[src/rtl/uart_rx_pkg.sv]
// Shared types and helpers for the UART receive controller.
// Latency: n/a (declarations only).
// Backpressure: n/a.
package uart_rx_pkg;

    typedef enum logic [2:0] {
        IDLE,
        START,
        DATA,
        PARITY,
        STOP,
        BREAK
    } state_t;

    // Width of the oversample edge counter for a given oversampling ratio.
    function automatic int edge_w(input int prescale);
        return $clog2(prescale);
    endfunction

    // Edge at which the sampler's majority vote is complete and checkers latch.
    function automatic int chk_edge(input int prescale);
        return prescale / 2 + 2;
    endfunction

    // Index of the stop bit: start + data bits + optional parity.
    function automatic logic [3:0] last_bit(input int data_width, input logic par_en_q);
        return 4'(data_width + (par_en_q ? 2 : 1));
    endfunction

endpackage

[src/rtl/uart_rx_ctrl_counter.sv]
// Oversample edge counter and bit counter for one UART frame.
// Latency: counts update one cycle after enable; clear takes effect next edge.
// Backpressure: none; free-running while enabled.
module edge_bit_counter #(
    parameter int PRESCALE = 8,
    parameter int EDGE_W   = $clog2(PRESCALE)
) (
    input  logic              clk,
    input  logic              rst,
    input  logic              enable,
    input  logic              clear,
    output logic [EDGE_W-1:0] edge_cnt,
    output logic [3:0]        bit_cnt,
    output logic              wrap
);

    localparam logic [EDGE_W-1:0] EDGE_MAX = EDGE_W'(PRESCALE - 1);

    // Last oversample edge of the current bit.
    assign wrap = enable && (edge_cnt == EDGE_MAX);

    // Edge counter wraps every PRESCALE cycles and advances the bit index.
    always_ff @(posedge clk) begin
        if (rst || clear) begin
            edge_cnt <= '0;
            bit_cnt  <= '0;
        end else if (enable) begin
            if (wrap) begin
                edge_cnt <= '0;
                bit_cnt  <= bit_cnt + 4'd1;
            end else begin
                edge_cnt <= edge_cnt + EDGE_W'(1);
            end
        end
    end

endmodule

[src/rtl/uart_rx_ctrl.sv]
// UART RX frame controller: start detect, bit timing, checker/deserializer strobes.
// Latency: frame start seen at t, stop-bit end (data_valid) at t+PRESCALE*(bits)+... edge-exact.
// Backpressure: none; the serial line cannot be stalled, strobes are fire-and-forget.
module uart_rx_ctrl
    import uart_rx_pkg::*;
#(
    parameter int PRESCALE   = 8,
    parameter int DATA_WIDTH = 8
) (
    input  logic                        clk,
    input  logic                        RST,
    input  logic                        RX_IN,
    input  logic                        par_en,
    input  logic                        par_err,
    input  logic                        strt_glitch,
    input  logic                        stp_err,
    output logic                        dat_samp_en,
    output logic                        deser_en,
    output logic                        strt_chk_en,
    output logic                        par_chk_en,
    output logic                        stp_chk_en,
    output logic                        rst_check,
    output logic                        data_valid,
    output logic [$clog2(PRESCALE)-1:0] edge_cnt,
    output logic [3:0]                  bit_cnt
);

    localparam int                EDGE_W = edge_w(PRESCALE);
    localparam logic [EDGE_W-1:0] CHK    = EDGE_W'(chk_edge(PRESCALE));
    localparam logic [3:0]        DW     = 4'(DATA_WIDTH);

    state_t     state;
    logic       par_en_q;
    logic       active;
    logic       wrap;
    logic       at_chk;
    logic       stp_end;
    logic       frame_end;
    logic [3:0] last_idx;

    assign active    = state inside {START, DATA, PARITY, STOP};
    assign at_chk    = active && (edge_cnt == CHK);
    assign last_idx  = last_bit(DATA_WIDTH, par_en_q);
    assign stp_end   = (state == STOP) && wrap && (bit_cnt == last_idx);
    // Any exit back to IDLE/BREAK must leave the counters at zero for the next frame.
    assign frame_end = ((state == START) && wrap && strt_glitch) || stp_end;

    edge_bit_counter #(
        .PRESCALE (PRESCALE),
        .EDGE_W   (EDGE_W)
    ) u_cnt (
        .clk      (clk),
        .rst      (RST),
        .enable   (active),
        .clear    (!active || frame_end),
        .edge_cnt (edge_cnt),
        .bit_cnt  (bit_cnt),
        .wrap     (wrap)
    );

    // Strobes decoded from registered state and counters only.
    assign dat_samp_en = active;
    assign strt_chk_en = (state == START)  && at_chk;
    assign deser_en    = (state == DATA)   && at_chk;
    assign par_chk_en  = (state == PARITY) && at_chk;
    assign stp_chk_en  = (state == STOP)   && at_chk;

    // Same-cycle responses to the line and checker results; suppressed during reset.
    assign rst_check  = !RST && (state == IDLE) && !RX_IN;
    assign data_valid = !RST && stp_end && !stp_err && !(par_en_q && par_err);

    // Frame sequencing; parity enable is frozen for the whole frame at start.
    always_ff @(posedge clk) begin
        if (RST) begin
            state    <= IDLE;
            par_en_q <= 1'b0;
        end else begin
            case (state)
                IDLE: begin
                    if (!RX_IN) begin
                        par_en_q <= par_en;
                        state    <= START;
                    end
                end
                START: begin
                    if (wrap) state <= strt_glitch ? IDLE : DATA;
                end
                DATA: begin
                    if (wrap && (bit_cnt == DW)) state <= par_en_q ? PARITY : STOP;
                end
                PARITY: begin
                    if (wrap) state <= STOP;
                end
                STOP: begin
                    // A bad stop bit means the line may be held low (break): wait for idle.
                    if (stp_end) state <= stp_err ? BREAK : IDLE;
                end
                BREAK: begin
                    if (RX_IN) state <= IDLE;
                end
                default: state <= IDLE;
            endcase
        end
    end

endmodule

[config.mk]
export PLATFORM = sky130hd
export DESIGN_NAME = uart_rx_ctrl
export DESIGN_NICKNAME = d
export VERILOG_FILES = /design/src/rtl/uart_rx_pkg.sv /design/src/rtl/uart_rx_ctrl_counter.sv /design/src/rtl/uart_rx_ctrl.sv
export SDC_FILE = /design/constraint.sdc
export NUM_CORES = 1
export LEC_CHECK = 0
export BUFFER_PORTS_ARGS = -buffer_cell sky130_fd_sc_hd__buf_2
export CAP_MARGIN = 20
export CELL_PAD_IN_SITES_DETAIL_PLACEMENT = 1
export CELL_PAD_IN_SITES_GLOBAL_PLACEMENT = 1
export CORE_MARGIN = 3
export CORE_UTILIZATION = 37
export DETAILED_ROUTE_END_ITERATION = 8
export PLACE_DENSITY_LB_ADDON = 0.1
export SYNTH_ARGS = -nofsm -noshare
export SYNTH_HDL_FRONTEND = slang
export SYNTH_SLANG_ARGS = --single-unit
[constraint.sdc]
create_clock -name clk -period 2.4 [get_ports clk]
set_clock_uncertainty 0.1 [all_clocks]
set_input_delay 0 -clock clk [delete_from_list [all_inputs] [get_ports clk]]
set_output_delay 0 -clock clk [all_outputs]
set_load 0.02 [all_outputs]
# Yosys cells after proc, flatten, opt, wreduce, memory -nomap -nowiden
# Cells that the tools add are included.
# Widths: inputs -> output; s select.
# word_totals
out_inout_bits	14
in_bits	7
elab_cells	65
ff_bits	11
# classes
bitwise	1
eq_ne	15
addsub	3
mux	12
n_reduce_logical	30
# op_table
op	count
$mux 3	9
$pmux 3 s6	1
$logic_and 1x1->1	17
$eq 3x3->1 const B	4
$ne 2x2->1 const B	5
$eq 3x2->1 const B	2
$reduce_and 6->1	1
$logic_not 1->1	5
$add 4x1->4 const B	1
$add 4x2->4 const A	1
$eq 4x4->1	1
$eq 4x4->1 const B	1
$mux 2	2
$reduce_and 2->1	2
$reduce_bool 4->1	1
$add 3x1->3 const B	1
$eq 3x1->1 const B	1
$logic_not 3->1	1
$logic_or 1x1->1	3
$ne 2x1->1 const B	1
$not 1->1	1

# Depth between registers and ports, before layout
# depth
depth_word	8
depth_mapped	6
depth_no_buf	6

# Cells and area by module
# From an unflattened synthesis, not the netlist that was laid out.
# unflattened
cells_unflattened	95
hier_area_um2	767.0
# by_module_without_submodules
module	cells_each	n_inst	area_each_um2	seq_area_each_um2
uart_rx_ctrl	60	1	440.4	80.1
edge_bit_counter	35	1	326.6	140.1

# Worst setup path before layout
# OpenSTA, ideal clock, no wires.
# synth_timing
path_kind	reg2reg
start	register u_cnt.edge_cnt[0]
end	register state[1]
stages_incl_launch_ff	7
t_required_ns	2.177
slack_ns	0.398
t_arrival_ns	1.779
period_less_slack_ns	2.002
cell_sequence	dfxtp_1 > ha_1 > ha_1 > and3b_1 > a211o_1 > o211a_1 > mux2_1
# synth_between
elab_chain_cells	6
word_cells_on_any_way	10
classes_between	eq/ne (5); reduce/logical (5)
# synth_lines
item	line	rtl
start: declaration	uart_rx_ctrl_counter.sv:12	output logic [EDGE_W-1:0] edge_cnt,
start signal: assignment	uart_rx_ctrl_counter.sv:32	edge_cnt <= edge_cnt + EDGE_W'(1);
$eq 3x3->1 (*)	uart_rx_ctrl_counter.sv:20	assign wrap = enable && (edge_cnt == EDGE_MAX);
$logic_and 1x1->1 (*)	uart_rx_ctrl_counter.sv:20	
$logic_and 1x1->1 (2 in a row)	uart_rx_ctrl.sv:44	assign stp_end = (state == STOP) && wrap && (bit_cnt == last_idx);
$ne 2x2->1 (no source line)	-	
$reduce_and 6->1 (no source line) (*)	-	
end signal: assignment	uart_rx_ctrl.sv:86	if (wrap) state <= strt_glitch ? IDLE : DATA;
end signal: assignment	uart_rx_ctrl.sv:89	if (wrap && (bit_cnt == DW)) state <= par_en_q ? PARITY : STOP;
end signal: assignment	uart_rx_ctrl.sv:96	if (stp_end) state <= stp_err ? BREAK : IDLE;
end: declaration	uart_rx_ctrl.sv:32	state_t state;
# Mark *: on every way between the ends. The rest lies on a longest branch, timed or not.
# A chain may end at the register's enable or synchronous reset.

# Final worst setup path
# layout_timing
start	register u_cnt.edge_cnt[0]
end	register u_cnt.edge_cnt[1]
# layout_between
elab_chain_cells	7
word_cells_on_any_way	11
classes_between	add/sub (1); eq/ne (1); mux (1); reduce/logical (8)
# layout_lines
item	line	rtl
$eq 3x3->1	uart_rx_ctrl_counter.sv:20	
$logic_and 1x1->1	uart_rx_ctrl_counter.sv:20	
$logic_and 1x1->1, on equally long branches (2 in a row)	uart_rx_ctrl.sv:46, uart_rx_ctrl.sv:44	
$logic_or 1x1->1	uart_rx_ctrl.sv:46	assign frame_end = ((state == START) && wrap && strt_glitch) || stp_end;
$logic_or 1x1->1	uart_rx_ctrl.sv:55	.clear (!active || frame_end),
$logic_or 1x1->1	uart_rx_ctrl_counter.sv:24	if (rst || clear) begin
# Parallel ways exist; a longest one is shown, timed or not.

==> impl_results.md <==
- Global route overflow: 0
- Yosys warns: 0
- FF-to-FF setup slack: 0.31 ns
- Die width: 52.8 um
- Vias in the first global route: 747
- Pwr/cell area: 658 nW/um2
- Status: finished clean
- Peak supply drop: 0.000415 V
- Leak: 0.431 nW
- Total I/O pin count: 21
- Cell Area, Synth: 810 um2
- Via count: 777
- Die footprint: 2790 um2
- Gates resized, CTS repair: 0
- Crit Reg-Reg Endpoint: u_cnt.edge_cnt[1]
- Adder-cell share of the synthesized area: 0.0773
- Num CTS Buffers: 3
- Crit path max fanout: 8
- Place WS: 0.316 ns
- Period utilization: 0.871
- Relative slew margins: 0.659
- Cells on worst reg2reg path: 6
- Chip height: 52.8 um
- Startpoint types: register
- WHS: 0.0112 ns
- Worst path arrival time: 2.16 ns
- Post-CTS Setup Bufs: 0
- WL per Instance: 14.4 um
- GRT Util Overall: 0.177
- Main synth FF type: dfxtp_1
- First-pass GRT wire length: 3620 um
- R2R Path Start: u_cnt.edge_cnt[0]
- Syn Nets: 108
- Nets: 129
- CTS sink count: 11
- Ranking of synthesized cells by area: dfxtp_1 (27%), ha_1 (7.7%), mux2i_1 (4.9%), nor3_1 (4.3%), nor2_1 (3.2%)
- Mux contribution to synthesized area: 0.0773
- Required @ worst endpoint: 2.47 ns
- Hold Fails Final Rpt: 0
- Antenna-violating nets left: 0
- Setup violators final: 0
- Crit path time final: 2.09 ns
- Xor and xnor fraction of the mapped netlist area: 0.0325
- RD Place Congestion: 0.788
- Layout cell share with drive strength beyond 1: 0.233
- Simple-gate share of the synthesized area: 0.326
- DPL Wire Length: 1520 um
- CTS root buf: clkbuf_4
- Cts hold-fix bufs: 1
- Max Fclk: 478 MHz
- Avg Inst Size Synth: 8.43 um2
- Max-cap violations: 0
- Clock Path Buffers: 2
- Number of remaining DRC errors: 0
- Initial drt markers: 13
- Largest family of logic cells by synthesized area: simple AND/OR/NAND/NOR gates
- H-tree Lvls: 1
- Site Rows: 16
- Netlist cell types: 40
- Setup TNS: 0 ns
- CTS tree: yes
- PnR worst setup slack: 0.309 ns
- Crit path capture: u_cnt.edge_cnt[1]
- Vias/cell: 5.43
- RSZ-0062 raised after global routing: no
- Critical path endpoint category: register
- Slew Limit Fails: 0
- Post-synthesis compound-gate area fraction: 0.162
- Slew @ Worst Pin: 0.511 ns
- Largest net degree at the start of global routing: 17
- Post-route core utilization: 0.473
- Sequential-to-total area share from yosys stat: 0.272
- Asr flop ratio synth: 0
- Setup CP Type: reg -> reg
- Number of flops mapped to enable cells by yosys: 0
- Worst hold-check path type: in -> reg
- Cells after Synth: 96
- Final wirelength: 2070 um
- Area grow syn2layout: 18.1%
- Core Region: 2020 um2
- Number of I/O port buffers: 20
- Worst skew pair latency: 0.27 ns
- Detailed Routing Iterations Pass 1: 4
- Post-synthesis register bit count: 11
- ANT cells: 0
- Clock transition at path regs: 0.08 ns
- Initial antenna violation count: 0
- Post-synth top area share: 0.272
- Post-synth top area cell: dfxtp_1
- CP startpoint: u_cnt.edge_cnt[0]
- Initial core utilization: 0.400
## layout make-up
cell class	count	area, um2
clock buffers	4	26.3
fillers	258	1070
inverters	5	18.8
multi-input cells	75	547
flip-flops and latches	11	220
well taps	27	33.8
repair buffers	21	110
## Yosys cell counts (2+ instances only)
library cell / count
inv_1: 5
nand2b_1: 4
ha_1: 5
nand2_1: 2
nor2b_1: 4
buf_2: 4
nand4_1: 2
and3_1: 3
a21oi_1: 4
and3b_1: 2
or3_1: 2
nor3b_1: 3
nor4b_1: 2
dfxtp_1: 11
nor2_1: 7
xor2_1: 2
nor3_1: 7
mux2i_1: 4
nand3_1: 2
## logic make-up after synthesis
| kind of cell | count (synthesis) |
|---|---|
| AO/OA/AOI/OAI | 17 |
| XOR/XNOR | 3 |
| adder cells (fa/ha/maj) | 5 |
| buffers and inverters | 10 |
| flip-flops | 11 |
| multiplexers | 6 |
| AND/OR/NAND/NOR | 44 |
## cells in the final DEF, fill, tap and decap left out, types with 3 or more instances in the layout
cell type,netlist,routed
and3_1,3,3
nor2b_1,4,4
nor2_1,7,7
nand2b_1,4,4
buf_2,4,20
ha_1,5,5
inv_1,5,5
clkbuf_4,0,3
nor3b_1,3,3
a21oi_1,4,4
mux2i_1,4,4
nor3_1,7,7
dfxtp_1,11,11
## routing by layer
metal / GRT usage / vias up / part of all wire
li1: - / 393 / -
met1: 0.249 / 367 / 0.51
met2: 0.269 / 13 / 0.44
met3: 0.0342 / 4 / 0.033
met4: 0.0511 / 0 / 0.010
met5: 0 / - / 0
## sequential cells by signal (all words and copies together) (netlist names)
signal          cells
par_en_q            1
state               3
u_cnt.bit_cnt       4
u_cnt.edge_cnt      3
## where the power goes
group	internal [mW]	total [mW]	switching, mW
clock network	0.0644	0.127	0.0628
logic	0.106	0.251	0.146
registers	0.201	0.250	0.0490
total	0.371	0.629	0.257
## how the worst min path moves through the flow
| stage | from | depth (start not counted) | to | slack [ns] |
|---|---|---|---|---|
| 3_5_place_dp | par_en | 3 | par_en_q | 0.14 |
| 3_3_place_gp | par_en | 3 | par_en_q | 0.16 |
| 2_1_floorplan | par_en | 2 | par_en_q | 0.05 |
| 4_1_cts | RST | 2 | state[2] | 0.01 |
| 5_1_grt | RST | 2 | state[2] | 0.03 |
| 6_report | RST | 2 | u_cnt.edge_cnt[1] | 0.01 |
## through the flow
step,cell area [um2],total power [mW],std cells
2_1_floorplan,810,0.446,96
3_3_place_gp,920,0.500,138
3_5_place_dp,920,0.507,138
4_1_cts,956,0.636,143
5_1_grt,956,0.677,143
6_report,956,0.629,143
## worst max-delay path: stages (launching register included)
cell and delay (ns):
dfxtp_1 0.34, ha_1 0.21, ha_1 0.28, and3b_1 0.23, o21a_1 0.15, o22a_1 0.32, a2111oi_2 0.36
Power figures use the tool's default switching activity.
